[config.mk]
export PLATFORM = sky130hd
export DESIGN_NAME = axis_pe_seq
export DESIGN_NICKNAME = d
export VERILOG_FILES = /design/src/rtl/axis_pe_pkg.sv /design/src/rtl/axis_pe_seq_pe.sv /design/src/rtl/axis_pe_seq.sv
export SDC_FILE = /design/constraint.sdc
export NUM_CORES = 1
export LEC_CHECK = 0
export ABC_AREA = 0
export CAP_MARGIN = 20
export CORE_UTILIZATION = 43
export DETAILED_ROUTE_END_ITERATION = 10
export PLACE_DENSITY = 0.78
export SETUP_SLACK_MARGIN = 0.4
export SLEW_MARGIN = 20
export SYNTH_ARGS = -nofsm -noshare
export SYNTH_HDL_FRONTEND = slang
export SYNTH_SLANG_ARGS = --single-unit
export TNS_END_PERCENT = 30
[constraint.sdc]
create_clock -name aclk -period 4.2 [get_ports aclk]
set_input_delay 0.84 -clock aclk [delete_from_list [all_inputs] [get_ports aclk]]
set_output_delay 0.84 -clock aclk [all_outputs]
set_load 0.05 [all_outputs]
[src/rtl/axis_pe_pkg.sv]
// axis_pe_pkg: shared state encoding and result-word field positions for the PE sequencer.
package axis_pe_pkg;
  localparam int PE_W       = 8;
  localparam int Y_LSB      = 0;
  localparam int FORCED_BIT = 8;
  localparam int CNT_LSB    = 16;
  typedef enum logic [1:0] {IDLE, ACC, OUT} state_e;
endpackage

[src/rtl/axis_pe_seq_pe.sv]
// pe: combinational multiply-accumulate cell, y_out = (y_in + a_in*b) mod 2^W; a_in is forwarded for chaining.
module pe #(
  parameter int W      = 8,
  parameter bit SIGNED = 1'b0
) (
  input  logic [W-1:0] a_in,
  input  logic [W-1:0] b,
  input  logic [W-1:0] y_in,
  output logic [W-1:0] a_out,
  output logic [W-1:0] y_out
);
  logic [W-1:0] prod;
  assign prod  = SIGNED ? W'($signed(a_in) * $signed(b)) : W'(a_in * b);
  assign y_out = y_in + prod;
  assign a_out = a_in;
endmodule

[src/rtl/axis_pe_seq.sv]
// axis_pe_seq: folds a tlast-delimited AXI-Stream of (a,b) pairs through one PE into a single result beat.
// Define AXIS_PE_SEQ_MAXLEN_EN to force group termination after MAX_BEATS beats.
module axis_pe_seq
  import axis_pe_pkg::*;
#(
  parameter int CNT_W     = 16,
  parameter int MAX_BEATS = 256
) (
  input  logic        aclk,
  input  logic        aresetn,
  output logic        s_axis_tready,
  input  logic [31:0] s_axis_tdata,
  input  logic        s_axis_tvalid,
  input  logic        s_axis_tlast,
  input  logic        m_axis_tready,
  output logic [31:0] m_axis_tdata,
  output logic        m_axis_tvalid,
  output logic        m_axis_tlast,
  output logic        busy
);
  state_e            state_q, state_d;
  logic [PE_W-1:0]   acc_q, acc_d, y;
  logic [CNT_W-1:0]  cnt_q, cnt_d;
  logic              frc_q, frc_d, frc;

  pe #(PE_W, 1'b0) u_pe (
    .a_in (s_axis_tdata[7:0]),
    .b    (s_axis_tdata[15:8]),
    .y_in (acc_q),
    .a_out(),
    .y_out(y)
  );

`ifdef AXIS_PE_SEQ_MAXLEN_EN
  assign frc = !s_axis_tlast && (cnt_q + 1'b1 == CNT_W'(MAX_BEATS));
`else
  assign frc = 1'b0;
`endif

  assign s_axis_tready = state_q != OUT;
  assign m_axis_tvalid = state_q == OUT;
  assign m_axis_tlast  = m_axis_tvalid;
  assign busy          = state_q != IDLE;

  // acc/cnt/flag double as the output register: they are frozen while in OUT
  always_comb begin
    m_axis_tdata = '0;
    m_axis_tdata[Y_LSB +: PE_W] = acc_q;
    m_axis_tdata[FORCED_BIT]    = frc_q;
    m_axis_tdata[CNT_LSB +: 16] = 16'(cnt_q);
  end

  always_comb begin
    state_d = state_q;
    acc_d   = acc_q;
    cnt_d   = cnt_q;
    frc_d   = frc_q;
    if (state_q == OUT) begin
      if (m_axis_tready) begin
        state_d = IDLE;
        acc_d   = '0;
        cnt_d   = '0;
        frc_d   = 1'b0;
      end
    end else if (s_axis_tvalid) begin
      acc_d   = y;
      cnt_d   = cnt_q + 1'b1;
      frc_d   = frc;
      state_d = (s_axis_tlast || frc) ? OUT : ACC;
    end
  end

  always_ff @(posedge aclk or negedge aresetn) begin
    if (!aresetn) begin
      state_q <= IDLE;
      acc_q   <= '0;
      cnt_q   <= '0;
      frc_q   <= 1'b0;
    end else begin
      state_q <= state_d;
      acc_q   <= acc_d;
      cnt_q   <= cnt_d;
      frc_q   <= frc_d;
    end
  end
endmodule

Word-level counts from Yosys, hierarchy flattened:

Cells that the tools add are included.

* equal/unequal tests: 3
* muxes and demuxes: 13
* multiply operators: 1
* add/subtract/negate cells: 2
* reduce and logical (&&, ||, !) cells: 3

Operators by type and width (number)
* $mux W16: 3
* $mux W8: 3
* $add A16 B1 Y16 const B: 1
* $add A8 B8 Y8: 1
* $mul A8 B8 Y8: 1
* $mux W2: 4
* $ne A2 B2 Y1 const B: 2
* $reduce_bool A2 Y1: 2
* $mux W1: 3
* $eq A2 B2 Y1 const B: 1
* $reduce_and A2 Y1: 1

* logic and storage cells: 26
* bits in registers: 27

Logic depth before layout (Yosys ltp):

* depth in word-level cells: 4
* depth in mapped cells: 15
* gate-level depth less buffers: 15

By module:

A second synthesis with hierarchy kept.

* cells, all modules: 250
* area, all modules: 2358.5 um^2

By module, submodules not included
* axis_pe_seq: seq. area each 650.6 um^2, area an instance 1234.9 um^2, cells an instance 115, instances 1
* pe: seq. area each 0.0 um^2, area an instance 1123.6 um^2, cells an instance 135, instances 1

Worst setup path before layout:

No wires, ideal clock.

* kind: input-to-reg
* from: input port s_axis_tdata[9]
* to: register acc_q[7]
* cell stages on the path: 14
* arrival time: 4.331 ns
* setup slack: -0.260 ns
* cells stage by stage: nand2_1 fa_1 inv_1 fa_1 ha_1 inv_1 fa_1 inv_1 fa_1 a21o_1 a21oi_1 xnor3_1 xnor3_1 o21ai_1

* word-level cells in the longest chain between the ends: 4

Ends and longest elaborated chain
* start: declaration: line axis_pe_seq.sv:12 `input logic [31:0] s_axis_tdata,`
* $mul A8 B8 Y8: line axis_pe_seq_pe.sv:13 `assign prod = SIGNED ? W'($signed(a_in) * $signed(b)) : W'(a_in * b);`
* $add A8 B8 Y8: line axis_pe_seq_pe.sv:14 `assign y_out = y_in + prod;`
* $mux W8: line axis_pe_seq.sv:65 `end else if (s_axis_tvalid) begin`
* $mux W8: line axis_pe_seq.sv:58 `if (state_q == OUT) begin`
* end signal: assignment: line axis_pe_seq.sv:76 `acc_q <= '0;`
* end signal: assignment: line axis_pe_seq.sv:81 `acc_q <= acc_d;`
* end: declaration: line axis_pe_seq.sv:22 `logic [PE_W-1:0] acc_q, acc_d, y;`

No other way between the ends. The select of a mux whose other input is x is not followed.
A chain may end at the register's enable or synchronous reset.

Worst setup path in the final report:

* from: input port s_axis_tdata[0]
* to: register acc_q[7]

Same word-level chain as after synthesis.

==> key figures <==
Critical path
  – R2R Setup Slk: about 0.57 ns
  – CP Max Fanout: 7
  – Critical path arrival: slightly above 4 ns
  – WS Path Type: in -> reg
  – CP endpoint kind: register
  – CP Buf/Inv Count: 4
  – Slowest cell on crit path: fa_1
  – R2R cell count: 15
  – Worst path top cell family by delay: adder cells
  – RR Startpoint: acc_q[3]
  – R2r endpoint: acc_q[7]
  – CP startpoint kind: primary input
  – Max incr delay on CP: about 0.50 ns
  – Critical Path RT: ~4.4 ns
  – Crit-path cells: dlygate4sd2_1 > buf_4 > and2_1 > ha_2 > fa_1 > ha_1 > inv_1 > fa_1 > inv_2 > fa_2 > a21o_1 > a21oi_2 > xnor3_1 > xnor3_1 > o21ai_1

GRT
  – Largest net degree at the start of global routing: 27
  – First-pass GRT wire length: between 8000 and 9000 um
  – GRT Util Overall: 0.200
  – GRT Residual Overflow: 0
  – Initial antenna violation count: 0
  – Vias in the first global route: between 1,500 and 2,000

Logic synthesis
  – Synth area leader: dfrtp_1
  – Sequential area share after synthesis: 0.283
  – Yosys Warn Count: 0
  – Ranking of synthesized cells by area: dfrtp_1 28%, fa_1 16%, ha_1 9.8%
  – Synthesis-stage register bit count: 26
  – Cell area after synthesis: approximately 2300 um^2
  – Synth Instances: around 250
  – Synth top area share: 0.283
  – Count of different cell masters after synthesis: 37
  – Synth Area per Inst: 9.22 um^2

Placed design
  – DP HPWL: ~4000 um
  – Global placement routability congestion: 0.812
  – Area after DPL: between 3000 and 4000 um^2
  – Inst Count DP: ~380
  – I/O Buffers: between 40 and 50

Drt
  – Initial drt markers: between 40 and 50
  – Antenna Nets Post-Route: 0
  – Met2 wire len: between 2000 and 2500 um
  – Initial DRT Pass Iterations: 4
  – DRT met1 WL: approximately 2300 um
  – Routed wire length: between 4000 and 5000 um
  – Via density: between 4 and 5
  – Total number of vias: 1,912
  – Uppermost routed layer: met4
  – Avg WL per Cell: between 10 and 15 um
  – DRC errors left: 0
  – Routed met3 length: 168 um

Floorplanning
  – IO Count: 73
  – Starting Density: 0.447
  – Die Wd: about 75 um
  – Die area: 5640 um^2
  – Area of the core: 5140 um^2
  – Die Height: between 70 and 80 um
  – FP Rows: 26

Power
  – Leak pwr: ~1.4 nW
  – VDD IR max: between 0.3 and 0.4 mV
  – Pwr/cell area: between 600 and 700 nW/um^2
  – Tot Pwr: 0.00190 W

Worst hold path
  – Hold Path Stages: 1
  – Hold Path Origin: cnt_q[15]
  – Hold Path Sink: cnt_q[15]
  – Hold Crit Class: reg -> reg

Finish
  – Layout Cells excl Fill: roughly 390
  – Fin area: about 3000 um^2
  – Layout area overhead: 32.7%
  – Leading cell type in the layout, fill and taps excluded: inv_1
  – Diodes inserted: 0
  – Utilization after layout: 0.593
  – Most frequent cells in the layout: 37 x inv_1, 36 x nand2_1, 36 x clkdlybuf4s50_1
  – Share of layout cells above drive strength 1: 0.177
  – Final net count: ~390

Timing
  – Setup Viol. Count Final: 0
  – Maximum clock rate: approximately 0.25 GHz
  – Worst-margin pin slew: around 0.5 ns
  – Slew Limit Fails: 0
  – Period minus WS final: about 3.9 ns
  – Clk_skew: around 0.0019 ns
  – Crit share post-route: 0.934
  – Fin. Hold Viols: 0
  – Max_slew headroom: 0.663
  – RSZ-0062 raised after global routing: true

Clocking
  – Clock Sinks: 26
  – Clock root buffer: clkbuf_8
  – CTS Buf Count: 3
  – CTS tree: built
  – Setup Buffers After CTS: 0
  – H-tree Lvls: 1
  – CTS clk-pin slew, worst paths: roughly 0.09 ns
  – Max Root-Sink Buffers: 2
  – Worst skew pair latency: around 0.27 ns

Outcome
  – Status: completed

Job
  – Total of max-cap violations: 0
what timing repair did:
item                                    CTS  global route
hold buffers                              0             0
gates resized for setup                  54             1
pin swaps                                10             4
endpoints found under the setup margin    4             2
worst register-to-register path: stages (launching register included):
cell and delay [ns]:
dfrtp_1 0.36, inv_1 0.09, fa_1 0.53, inv_1 0.04, ha_1 0.26, ha_1 0.28, inv_2 0.03, fa_1 0.48
inv_1 0.04, ha_2 0.18, fa_2 0.40, a21o_1 0.17, a21oi_2 0.13, xnor3_1 0.23, xnor3_1 0.21, o21ai_1 0.07
cell usage after synthesis (all sizes together):
cell type,n
o211ai,2
a21o,2
xnor2,16
xnor3,2
o21ai,10
xor2,3
o22ai,2
ha,18
a31oi,1
and4,1
nor2b,1
inv,41
or2,1
nor3,3
o41ai,2
buf,10
clkbuf,1
mux2i,3
and3,1
o311ai,1
o31ai,2
dfrtp,26
a21oi,3
nand2,40
nor4,3
nand3,5
fa,18
and2,11
conb,1
a22o,4
nand4,5
nor2,10
routing by layer:
layer / up-vias / global-route usage
li1: 927 / -
met1: 926 / 0.263
met2: 54 / 0.363
met3: 5 / 0.0120
met4: 0 / 0.0482
met5: - / 0
where the power goes:
part | total (W) | leakage (nW) | internal [W] | switching, W
sequential | 0.000375 | 0.342 | 0.000312 | 0.0000625
combinational | 0.00137 | 1.08 | 0.000631 | 0.000736
clock | 0.000161 | 0.0288 | 0.0000838 | 0.0000769
state kept, by name, indices dropped and copies added (netlist names):
signal,count
cnt_q,16
acc_q,8
state_q,2
kinds of logic (layout without fill, tap and decap cells):
logic type               count (synthesis)  after routing  share of synthesized area
multiplexers                             3              3                     0.0131
other                                    1              8                    0.00163
adder cells (fa/ha/maj)                 36             36                      0.255
XOR/XNOR                                21             21                     0.0954
flip-flops                              26             26                      0.283
AND/OR/NAND/NOR                         81             81                      0.168
buffers and inverters                   52            113                      0.100
AO/OA/AOI/OAI                           29             29                     0.0828
cell type report:
class / count / area, um^2
Timing Repair Buffer: 68 / 604
Inverter: 41 / 154
Multi-Input combinational cell: 178 / 1500
Fill cell: 484 / 2090
Tap cell: 70 / 87.6
Clock buffer: 4 / 55.1
Sequential cell: 26 / 651
through the flow:
stage,setup WS (ns),hold slack (ns),setup TNS (ns)
after CTS,0.251,0.492,0
final,0.277,0.484,0
after global routing,0.145,0.506,0
after detailed placement,-0.616,0.474,-1.26
after global placement,-0.573,0.469,-1.13
after floorplan,0.289,0.481,0
worst max-delay path by stage:
stage,slack [ns],start,cells after the start,end
2_1_floorplan,0.29,s_axis_tdata[8],15,acc_q[7]
3_3_place_gp,-0.57,s_axis_tdata[8],14,acc_q[7]
3_5_place_dp,-0.62,s_axis_tdata[8],15,acc_q[7]
4_1_cts,0.25,s_axis_tdata[0],15,acc_q[7]
5_1_grt,0.15,s_axis_tdata[0],15,acc_q[7]
6_report,0.28,s_axis_tdata[0],15,acc_q[7]
No activity file was read; power rests on OpenSTA's default activity.
